===== config.mk =====
export PLATFORM = sky130hd
export DESIGN_NAME = fifo_read_packer
export DESIGN_NICKNAME = d
export VERILOG_FILES = /design/src/rtl/fifo_pkg.sv /design/src/rtl/fifo_read_packer.sv
export SDC_FILE = /design/constraint.sdc
export NUM_CORES = 1
export LEC_CHECK = 0
export CAP_MARGIN = 20
export CORE_ASPECT_RATIO = 0.7
export CORE_UTILIZATION = 50
export CTS_BUF_LIST = sky130_fd_sc_hd__clkbuf_2 sky130_fd_sc_hd__clkbuf_4 sky130_fd_sc_hd__clkbuf_8
export DETAILED_ROUTE_END_ITERATION = 10
export PLACE_DENSITY = 0.84
export SLEW_MARGIN = 20
export SYNTH_ARGS = -nofsm -noshare
export SYNTH_HDL_FRONTEND = slang
export SYNTH_SLANG_ARGS = --single-unit

===== constraint.sdc =====
create_clock -name clk -period 2.15 [get_ports clk]
set_input_delay 0.43 -clock clk [delete_from_list [all_inputs] [get_ports clk]]
set_output_delay 0.43 -clock clk [all_outputs]
set_load 0.02 [all_outputs]

===== src/rtl/fifo_pkg.sv =====
// fifo_pkg
//   Constants and types shared by the synchronous FIFO and the blocks that
//   drain it.
//   FIFO_WIDTH  : width of one FIFO word
//   FIFO_DEPTH  : number of FIFO entries
//   OUT_WIDTH   : width of a packed pair of FIFO words
//   asm_state_t : pair-assembly state of the read packer
package fifo_pkg;

    localparam int FIFO_WIDTH = 16;
    localparam int FIFO_DEPTH = 8;
    localparam int OUT_WIDTH  = 2 * FIFO_WIDTH;

    typedef enum logic [0:0] {
        A_EMPTY = 1'b0,   // no half waiting in lo_q
        A_HALF  = 1'b1    // lo_q holds the first half of a pair
    } asm_state_t;

endpackage


===== src/rtl/fifo_read_packer.sv =====
// fifo_read_packer
//   Drains a synchronous FIFO one word per pop and packs consecutive pairs
//   into double-width words on a valid/ready output. Pops are credit-limited
//   against the three half-word slots (lo_q plus the two-half output
//   register), so a popped word always has a slot to land in. A flush emits a
//   trailing odd half zero-padded in the upper half.
//
//   Ports
//     clk, rst_n      : clock, asynchronous active-low reset
//     fifo_rd_en      : pop request to the FIFO (combinational)
//     fifo_data_out   : FIFO read data, valid the cycle after a pop
//     fifo_empty      : FIFO empty flag
//     fifo_underflow  : FIFO underflow flag
//     flush           : one-cycle pulse, emit any pending odd half
//     m_data          : packed word, first-popped word in the low half
//     m_valid         : m_data valid
//     m_odd           : upper half of m_data is padding
//     m_ready         : consumer ready
//     flush_done      : one-cycle pulse when a flush completes
//     err_underflow   : sticky underflow indication
//     words_out       : count of accepted output words (wraps)
module fifo_read_packer #(
    parameter int FIFO_WIDTH = fifo_pkg::FIFO_WIDTH,
    parameter int OUT_WIDTH  = 2 * FIFO_WIDTH
) (
    input  logic                  clk,
    input  logic                  rst_n,
    output logic                  fifo_rd_en,
    input  logic [FIFO_WIDTH-1:0] fifo_data_out,
    input  logic                  fifo_empty,
    input  logic                  fifo_underflow,
    input  logic                  flush,
    output logic [OUT_WIDTH-1:0]  m_data,
    output logic                  m_valid,
    output logic                  m_odd,
    input  logic                  m_ready,
    output logic                  flush_done,
    output logic                  err_underflow,
    output logic [15:0]           words_out
);

    import fifo_pkg::*;

    asm_state_t            state_q,      state_d;
    logic [FIFO_WIDTH-1:0] lo_q,         lo_d;
    logic                  lo_valid_q,   lo_valid_d;
    logic [OUT_WIDTH-1:0]  m_data_q,     m_data_d;
    logic                  m_valid_q,    m_valid_d;
    logic                  m_odd_q,      m_odd_d;
    logic                  inflight_q,   inflight_d;
    logic                  flush_pend_q, flush_pend_d;
    logic                  flush_done_q, flush_done_d;
    logic                  err_q,        err_d;
    logic [15:0]           words_q,      words_d;

    logic       accept;
    logic       pend_eff;
    logic       flush_complete;
    logic [2:0] slots_used;

    assign accept = m_valid_q && m_ready;

    // Halves already held plus the one on its way; an accept this cycle
    // frees the two output halves.
    assign slots_used = {1'b0, m_valid_q, lo_valid_q} + {2'b00, inflight_q};

    // Gated with rst_n so no pop is requested while the FIFO is in reset.
    assign fifo_rd_en = rst_n && !fifo_empty && !flush_pend_q &&
                        ((slots_used - {1'b0, accept, 1'b0}) < 3'd3);

    // A flush arriving this cycle is acted on at once when nothing stands in
    // the way; otherwise it is remembered in flush_pend_q.
    assign pend_eff = flush_pend_q || flush;

    always_comb begin
        state_d        = state_q;
        lo_d           = lo_q;
        lo_valid_d     = lo_valid_q;
        m_data_d       = m_data_q;
        m_valid_d      = m_valid_q;
        m_odd_d        = m_odd_q;
        flush_done_d   = 1'b0;
        flush_complete = 1'b0;
        inflight_d     = fifo_rd_en;
        err_d          = err_q || fifo_underflow;
        words_d        = words_q + {15'd0, accept};

        if (accept) begin
            m_valid_d = 1'b0;
        end

        if (inflight_q) begin
            // Landing half takes priority; the credit rule guarantees the
            // output register is free or being accepted when a pair closes.
            case (state_q)
                A_EMPTY: begin
                    lo_d       = fifo_data_out;
                    lo_valid_d = 1'b1;
                    state_d    = A_HALF;
                end
                A_HALF: begin
                    m_data_d   = {fifo_data_out, lo_q};
                    m_valid_d  = 1'b1;
                    m_odd_d    = 1'b0;
                    lo_valid_d = 1'b0;
                    state_d    = A_EMPTY;
                end
                default: state_d = A_EMPTY;
            endcase
        end else if (pend_eff) begin
            case (state_q)
                A_HALF: begin
                    if (!m_valid_q || accept) begin
                        m_data_d       = {{FIFO_WIDTH{1'b0}}, lo_q};
                        m_valid_d      = 1'b1;
                        m_odd_d        = 1'b1;
                        lo_valid_d     = 1'b0;
                        state_d        = A_EMPTY;
                        flush_done_d   = 1'b1;
                        flush_complete = 1'b1;
                    end
                end
                default: begin
                    flush_done_d   = 1'b1;
                    flush_complete = 1'b1;
                end
            endcase
        end

        flush_pend_d = pend_eff && !flush_complete;
    end

    always_ff @(posedge clk or negedge rst_n) begin
        if (!rst_n) begin
            state_q      <= A_EMPTY;
            lo_q         <= '0;
            lo_valid_q   <= 1'b0;
            m_data_q     <= '0;
            m_valid_q    <= 1'b0;
            m_odd_q      <= 1'b0;
            inflight_q   <= 1'b0;
            flush_pend_q <= 1'b0;
            flush_done_q <= 1'b0;
            err_q        <= 1'b0;
            words_q      <= '0;
        end else begin
            state_q      <= state_d;
            lo_q         <= lo_d;
            lo_valid_q   <= lo_valid_d;
            m_data_q     <= m_data_d;
            m_valid_q    <= m_valid_d;
            m_odd_q      <= m_odd_d;
            inflight_q   <= inflight_d;
            flush_pend_q <= flush_pend_d;
            flush_done_q <= flush_done_d;
            err_q        <= err_d;
            words_q      <= words_d;
        end
    end

    assign m_data        = m_data_q;
    assign m_valid       = m_valid_q;
    assign m_odd         = m_odd_q;
    assign flush_done    = flush_done_q;
    assign err_underflow = err_q;
    assign words_out     = words_q;

endmodule


==> results.json <==
{
  "outcome": "complete, no violations",
  "cp_max_fo": 2,
  "cts_buffers": 9,
  "crit_type": "reg -> out",
  "syn-num-nets": 216,
  "finalCriticalPeriod_ps": 2113,
  "hold_violations": 0,
  "setup_violations": 0,
  "overflow": 0,
  "cts-root-buf": "clkbuf_8",
  "p_leak_uw": 0.001814,
  "cp-end-kind": "output port",
  "insertion_delay_ps": 340,
  "hpwl_um": 3803,
  "cts.htree.levels": 3,
  "critPathLaunchType": "flop",
  "yosysWarnings": 0,
  "clkTransAtPathRegs_ps": 70,
  "cts_sinks": 72,
  "portBuffers": 74,
  "rsz0062_at_grt": "true",
  "max_cap_violations": 0,
  "reg2reg_depth": 8,
  "layout-drive-gt1-share": 0.2482,
  "yosysTopAreaCell": "dfrtp_1",
  "grt_use_total": 0.2098,
  "hp-class": "in -> async",
  "nets": 304,
  "postCtsHoldBufs": 0,
  "synthCells": 190,
  "drtIter0Drc": 44,
  "rows": 22,
  "cpPeakStageDelay_ps": 360,
  "synthTopCellsByArea": "dfrtp_1, mux2_2, mux2_4",
  "finalNonFillerCells": 354,
  "path_buf_inv": 2,
  "insertedDiodeCount": 0,
  "vias_per_cell": 5.076,
  "grt_pass1_vias": 1869,
  "top_layer": "met4",
  "antenna_left": 0,
  "synth_area_sq_mm": 0.002856,
  "required_ps": 1720,
  "area_growth_pct": 38.41,
  "avgSynthCellArea_sq_um": 15.03,
  "drc": 0,
  "slew_viol_final": 0,
  "cts_setup_buffers": 0,
  "rr_endpoint": "words_out[10]",
  "met2WireLength_um": 2699,
  "tightest_slew_ps": 872.5,
  "yosysTopAreaCellShare": 0.6307,
  "drt_pass1_iterations": 4,
  "powerDensity_mw_per_mm2": 1484,
  "peakVddDrop_uv": 911.7,
  "die_h_um": 65.24,
  "fp.dieW_um": 92.34,
  "yosysSeqAreaShare": 0.6307,
  "dr_wl_met3_um": 218,
  "fin_crit_sh": 0.9828,
  "core_sq_mm": 0.005368,
  "crit_chain": "ha_2, inv_2, ha_4, nand2b_4, nand3b_1, nor3_2, buf_4",
  "grt_antenna_before_repair": 0,
  "reg2reg_setup_slack_ps": 430,
  "fmax_mhz": 473.3,
  "gp_congestion": 0.7975,
  "routedWlPerCell_um": 15.62,
  "finClkSkew_ps": 8.120,
  "ys_seq_elements": 72,
  "grt_pass1_wl_um": 9356,
  "p_total_uw": 5869,
  "num_vias": 1797,
  "cp_top_family": "adder cells",
  "cts_tree": "built",
  "slew_headroom": 0.4183,
  "drt-total-wl_um": 5530,
  "synth.distinct_cells": 31,
  "met1Wirelength_um": 2544,
  "die_area_sq_mm": 0.006024,
  "finalSetupTns_ps": 0,
  "critical_path_arrival_ps": 1680,
  "cts.path.max_buffers": 2,
  "path_depth": 7,
  "cp_slowest_cell": "dfrtp_1",
  "fin_util": 0.7366,
  "io_pins": 75,
  "grt_max_degree": 73,
  "dp_cells": 339,
  "rr_startpoint": "m_valid",
  "start_util": 0.5322
}
[Yosys cell counts]
cell / instances
inv_1: 1
nor3_1: 1
a22o_1: 15
xor2_1: 7
nor2_1: 7
nand3b_1: 1
and3_1: 3
dfrtp_1: 72
and4_1: 2
nand2_1: 5
ha_1: 4
buf_4: 1
buf_6: 3
nand3_1: 5
o21ai_4: 1
a21o_1: 1
xnor2_1: 8
nor2b_1: 1
o31ai_1: 1
nand2b_1: 3
mux2_2: 20
buf_12: 1
mux2_4: 12
nand4_1: 2
a21oi_1: 2
buf_2: 4
nor2_2: 1
o21a_1: 2
or2_2: 1
nor2b_4: 1
and2_1: 2
[cells by family (layout without fill, tap and decap cells)]
kind of cell,count (synthesis),in the layout,share of synthesized area
AND/OR/NAND/NOR,35,35,0.06834
XOR/XNOR,15,15,0.04599
AO/OA/AOI/OAI,22,22,0.06571
buffers and inverters,10,102,0.02978
flip-flops,72,72,0.6307
adder cells (fa/ha/maj),4,4,0.01752
multiplexers,32,32,0.1419
[stage by stage]
stage          hold slack [ps]  worst slack [ps]  instance area [sq um]
6_report                 307.0             36.98                   3954
5_1_grt                  376.3            -89.91                   3954
4_1_cts                  332.6             2.145                   3931
3_5_place_dp             460.8            -612.3                   3706
3_3_place_gp             451.1            -570.8                   3706
2_1_floorplan            134.4             165.0                   2856
[layer usage]
metal	up-vias	global-route usage
met2	47	0.3352
met3	9	0.07060
met1	901	0.2708
met5	-	0
li1	840	-
met4	0	0.07031
[timing repair]
| item | 4_1_cts | 5_1_grt |
|---|---|---|
| setup endpoints to repair | 1 | 1 |
| pin swaps | 0 | 4 |
| gates resized for setup | 8 | 4 |
[how the worst max path moves through the flow]
stage	startpoint	end	slack [ps]
after detailed placement	m_ready	fifo_rd_en	-610
after global routing	lo_valid_q	fifo_rd_en	-90
after floorplan	m_valid	fifo_rd_en	160
after global placement	m_ready	fifo_rd_en	-570
after CTS	lo_valid_q	fifo_rd_en	2
final	lo_valid_q	fifo_rd_en	40
[final cells by class]
type	instances	area (sq um)
sequential	72	1802
inverter	1	3.754
clock buffer	12	158.9
fill	347	1414
timing repair buffer	86	837.1
tap	72	90.09
clock inverter	3	65.06
multi-input combinational	108	997.2
[registers in the layout (all words and copies together), names as in the netlist]
signal and flops:
words_out 16, m_odd 1, lo_valid_q 1, m_data 32, m_valid 1, err_underflow 1
flush_pend_q 1, lo_q 16, state_q 1, inflight_q 1, flush_done 1
[layout by cell type, fill, tap and decap left out, types with 7 or more instances in the layout]
master and n:
dfrtp_1 72, clkdlybuf4s50_1 71, mux2_2 20, a22o_1 15
buf_4 13, mux2_4 12, clkbuf_8 11, xnor2_1 8
nor2_1 7, xor2_1 7
[report_power, final]
group          switching [uW]  internal, uW
Combinational            1050          1370
Sequential                352          1910
Clock                     460           722
Power figures use the tool's default switching activity.
==> RTL change 1 (config.mk and constraints unchanged) <==
Change the package constant `FIFO_WIDTH` from 16 to 32.
--- a/src/rtl/fifo_pkg.sv
+++ b/src/rtl/fifo_pkg.sv
@@ -9,3 +9,3 @@
 
-    localparam int FIFO_WIDTH = 16;
+    localparam int FIFO_WIDTH = 32;
     localparam int FIFO_DEPTH = 8;
Ports: changed (resized fifo_data_out and m_data); port bits go from 75 to 123. No check against the original RTL was run, so the function may have changed too.
==> RTL change 1 against the original RTL <==
- the run now ends with setup timing left
- wire length is 77% higher
- sequential power is 71% higher
- via count up 64%
- largest power group unchanged
- power up 73%
- hold slack worse by 0.21 ns
- global-route usage rose by 1.6 points
- die area up 59%
- cell area up 63%
- sequential cell count rose by 48
- synthesized area increased by 61%
- critical path type unchanged
- worst setup slack worse by 0.11 ns
- clock skew up 0.0013 ns
- synthesized cell count grew 57%
==> RTL change 1: results (changes against the original RTL) <==
Post-Route WL -> 9810 um (+77%)
CTS root buf -> clkbuf_8
Slew margin rel. -> 57.7% (+16 points)
Failing checks -> setup timing
Vias per std cell -> 5.13 (+1.1%)
CTS max path bufs -> 2 (unchanged)
Synth top cells by count -> dfrtp_1 (120), mux2_2 (58), a22o_1 (26)
Crit path arrival time -> 1.79 ns (+0.11 ns)
Static Leak -> 2.96 nW (+63%)
Post-synth net total -> 340 (+57%)
Vias in the first global route -> 3116 (+67%)
Global-route wire length before repair -> 15700 um (+68%)
Final hold violations -> 0 (unchanged)
Total CTS buffers -> 17 (+8)
Hold Crit Class -> primary input to async pin
YS warnings -> 0 (unchanged)
Synthesized netlist cell count -> 298 (+57%)
Final WS setup -> -0.0732 ns (-0.110 ns)
RD Place Congestion -> 0.768 (-3.7%)
GRT Total Usage -> 22.6% (+1.6 points)
Layout Nets -> 483 (+59%)
Synth area leaders -> dfrtp_1 (65%), mux2_2 (14%), a22o_1 (5.0%)
I/O Buffers -> 122 (+65%)
Max VDD drop -> 865 uV (-5.1%)
Number of detailed-route iterations in the first pass -> 4 (unchanged)
# hold bufs at CTS -> 0 (unchanged)
Library cells used by synthesis -> 34 (+9.7%)
Initial antenna violation count -> 0 (unchanged)
Max incr delay on CP -> 0.38 ns (+0.02 ns)
Initial drt markers -> 151 (+240%)
Share of layout cells above drive strength 1 -> 26.9% (+2.1 points)
Post-DP HPWL -> 6680 um (+76%)
N_diodes -> 0 (unchanged)
Register area share after synthesis -> 65.4% (+2.3 points)
Largest net degree at the start of global routing -> 121 (+66%)
Outcome -> finished with violations
Max reg flops -> 64 (+100%)
Placed cell area -> 6030 um2 (+63%)
# setup viols final -> 1 (+1)
Setup TNS -> -0.0732 ns (-0.0732 ns)
Critical-path top delay cell -> dfrtp_1
Clock slew at reported path FFs -> 0.06 ns
Non-Filler Instances -> 573 (+62%)
H-tree depth -> 4 (+1)
Worst-path fanout max -> 2 (unchanged)
Dpl cells -> 540 (+59%)
Clk_skew -> 0.00942 ns (+0.00130 ns)
Worst-Skew Late Latency -> 0.42 ns (+0.08 ns)
FFs w/ async S/R, synth -> 100% (unchanged)
-- RTL change 1: final cells by class --
type	instances	area, um2
flip-flops and latches	120	3000
fillers	591	2230
multi-input cells	161	1490
repair buffers	140	1400
clock buffers	22	290
well taps	120	150
clock inverters	9	123
inverters	1	3.75
-- RTL change 1: cells by family after synthesis --
family | share of synthesized area [%]
flip-flops | 65.4
adder cells (fa/ha/maj) | 1.09
multiplexers | 16.2
buffers and inverters | 2.40
XOR/XNOR | 2.86
AO/OA/AOI/OAI | 7.00
AND/OR/NAND/NOR | 5.09
-- RTL change 1: path summary, 6_finish.rpt --
path	startpoint	end	cells after the start	slack [ns]
worst min register to register	err_underflow	err_underflow	1	0.48
worst max register to register	m_valid	words_out[14]	9	0.45
min in group clk	err_underflow	err_underflow	1	0.48
max in group asynchronous	rst_n	lo_q[23]	2	1.54
worst min-delay path	rst_n	lo_q[6]	2	0.10
worst max-delay path	inflight_q	fifo_rd_en	7	-0.07
-- RTL change 1: through the flow --
step	setup WS, ns	util [%]
after floorplan	0.158	-
after global placement	-0.643	69.4
after detailed placement	-0.757	69.4
after CTS	-0.0804	74.3
after global routing	-0.197	74.3
final	-0.0732	74.3
-- RTL change 1: layer usage --
metal / global-route usage, % / routed length [um] / share of wire [%] / vias to the layer above
li1: - / - / - / 1347
met1: 27.7 / 4310 / 44 / 1486
met2: 35.7 / 4670 / 48 / 99
met3: 9.49 / 744 / 7.6 / 8
met4: 9.11 / 85 / 0.87 / 0
met5: 0 / 0 / 0 / -
-- RTL change 1: where the power goes --
group | switching (mW) | internal, mW | leakage, nW
registers | 0.584 | 3.27 | 1.49
clock network | 0.826 | 1.25 | 0.215
logic | 1.90 | 2.30 | 1.25
-- RTL change 1: repair_timing --
action                                  4_1_cts  5_1_grt
resized for setup                             7        0
cloned                                        0        0
endpoints found under the setup margin        1        1
setup buffers                                 2        0
pin swaps                                     1        0
-- RTL change 1: critical path: cells and delay by family (launching register included) --
kind / cells / cell delay [ns]
buffers and inverters: 2 / 0.22
adder cells (fa/ha/maj): 2 / 0.41
flip-flops: 1 / 0.38
AND/OR/NAND/NOR: 3 / 0.37
==> RTL change 2 (config.mk and constraints unchanged) <==
Made on the original files. Put one more register stage on the output `err_underflow`, without a reset. The value now appears one clock later. The other outputs are not delayed to match.
--- a/src/rtl/fifo_read_packer.sv
+++ b/src/rtl/fifo_read_packer.sv
@@ -164,3 +164,5 @@
     assign flush_done    = flush_done_q;
-    assign err_underflow = err_q;
+    always_ff @(posedge clk) begin
+        err_underflow <= err_q;
+    end
     assign words_out     = words_q;
Formal check against the unedited RTL: not equivalent (a bounded check fails within 4 cycles, from zero or initial values and one cycle with rst_n low).
==> RTL change 2 against the original RTL <==
- power shrank 2.8%
- worst setup slack lost 0.016 ns
- wire length is essentially flat
- global-route usage shrank 0.42 points
- count of clock-buffer cells in the layout shrank 3
- die area grew 0.68%
- combinational power is essentially flat
- sequential cell count grew 1
- cell area shrank 0.38%
- synthesized area grew 0.70%
- critical endpoint unchanged
==> RTL change 2: results (changes against the original RTL) <==
GRT Total Usage -> 20.6% (-0.42 points)
Register area share after synthesis -> 63.3% (+0.26 points)
Vias per std cell -> 5.15 (+1.5%)
Static Leak -> 1.81 nW (-0.37%)
Fill cells -> 382 (+10%)
Max incr delay on CP -> 0.36 ns (about the same)
Net Switching -> 1.88 mW (+0.86%)
RR Startpoint -> m_valid
Clk_skew -> 0.00422 ns (-0.00390 ns)
Outcome -> complete, no violations
Max VDD drop -> 728 uV (-20%)
CTS root buf -> clkbuf_8
Initial drt markers -> 108 (+150%)
I/O Buffers -> 74 (unchanged)
Slew @ Worst Pin -> 0.875 ns (+0.00291 ns)
Critical path origin -> lo_valid_q
YS warnings -> 0 (unchanged)
Number of detailed-route iterations in the first pass -> 4 (unchanged)
Hold Crit Class -> primary input to async pin
FFs w/ async S/R, synth -> 98.6% (-1.4 points)
Share of layout cells above drive strength 1 -> 23.9% (-0.96 points)
Initial antenna violation count -> 0 (unchanged)
Largest net degree at the start of global routing -> 73 (unchanged)
Setup WS pre-CTS -> -0.641 ns (-0.0289 ns)
Synth area leaders -> dfrtp_1 (63%), mux2_2 (7.8%), mux2_4 (6.3%)
RD Place Congestion -> 0.782 (-2.0%)
Placed cell area -> 3740 um2 (+0.88%)
Total CTS buffers -> 9 (unchanged)
N_diodes -> 0 (unchanged)
Critical-path top delay cell -> dfrtp_1
Clock slew at reported path FFs -> 0.07 ns (about the same)
Library cells used by synthesis -> 32 (+3.2%)
Post-synth net total -> 217 (+0.46%)
Register area -> 1820 um2 (+1.1%)
Worst-path fanout max -> 2 (unchanged)
H-tree depth -> 3 (unchanged)
Post-DP HPWL -> 3770 um (-0.78%)
Post-Route WL -> 5530 um (about the same)
Worst-Skew Late Latency -> 0.34 ns (about the same)
Global-route wire length before repair -> 9250 um (-1.2%)
Main synth FF type -> dfrtp_1
CTS max path bufs -> 2 (unchanged)
Vias in the first global route -> 1946 (+4.1%)
Layout Nets -> 307 (+0.99%)
==> RTL change 2: cell count changes in the layout (fill, tap and decap cells not counted), sizes merged <==
cell      change
clkinv        +2
buf           +2
bufinv        -1
clkinvlp      +2
dfxtp         +1
clkbuf        -3
==> RTL change 2: power by group through the flow <==
stage,combinational (mW),clock [mW],sequential [mW]
floorplan,0.977,0,2.67
global placement,2.36,0,2.27
detailed placement,2.42,0,2.30
CTS,2.44,1.04,2.28
global route,2.57,1.10,2.34
finish,2.42,1.01,2.28
==> RTL change 2: through the flow <==
stage | instances | power [mW]
final | 357 | 5.71
after global routing | 357 | 6.01
after CTS | 357 | 5.76
after detailed placement | 340 | 4.71
after global placement | 340 | 4.63
after floorplan | 191 | 3.65
==> RTL change 2: final timing paths <==
path | end | slack, ns | cells past startpoint
setup / recovery | fifo_rd_en | 0.02 | 7
max in group asynchronous | m_data[3] | 1.29 | 2
setup reg to reg | words_out[10] | 0.39 | 8
hold / removal | err_q | 0.29 | 2
hold reg to reg | err_underflow | 0.38 | 0
min in group clk | err_underflow | 0.38 | 0
==> RTL change 2: area by class of cell <==
| type | instances | share of cell area, % |
|---|---|---|
| well taps | 72 | 2.29 |
| multi-input cells | 108 | 24.7 |
| flip-flops and latches | 73 | 46.3 |
| repair buffers | 88 | 22.0 |
| clock inverters | 6 | 1.52 |
| inverters | 1 | 0.0953 |
| clock buffers | 9 | 3.14 |
==> RTL change 2: cell families (layout without fill, tap and decap cells) <==
kind of cell	after synthesis	in the layout	synth area share [%]
adders and majority gates	4	4	1.74
AOI/OAI and AO/OA	22	22	6.52
xor gates and xnor gates	15	15	4.57
DFF	73	73	63.3
and+or+nand+nor	35	35	6.79
buffers and inverters	10	104	2.96
muxes	32	32	14.1
==> RTL change 2: worst reg2reg max path: stages (launching register included) <==
cell	delay, ns
dfrtp_1	0.36
buf_4	0.12
and2_1	0.12
ha_1	0.17
ha_1	0.17
nand2_1	0.07
nor2_1	0.24
and4_1	0.25
xor2_1	0.17
==> RTL change 2: metal layers <==
| layer | routed length, um | track usage, % |
|---|---|---|
| met1 | 2600 | 26.9 |
| met2 | 2570 | 31.9 |
| met3 | 244 | 5.79 |
| met4 | 106 | 10.0 |
| met5 | 0 | 0 |
==> RTL change 2: repair_timing <==
item,CTS,global route
setup buffers,2,0
resized for setup,8,0
pin swaps,1,0
setup endpoints to repair,1,1
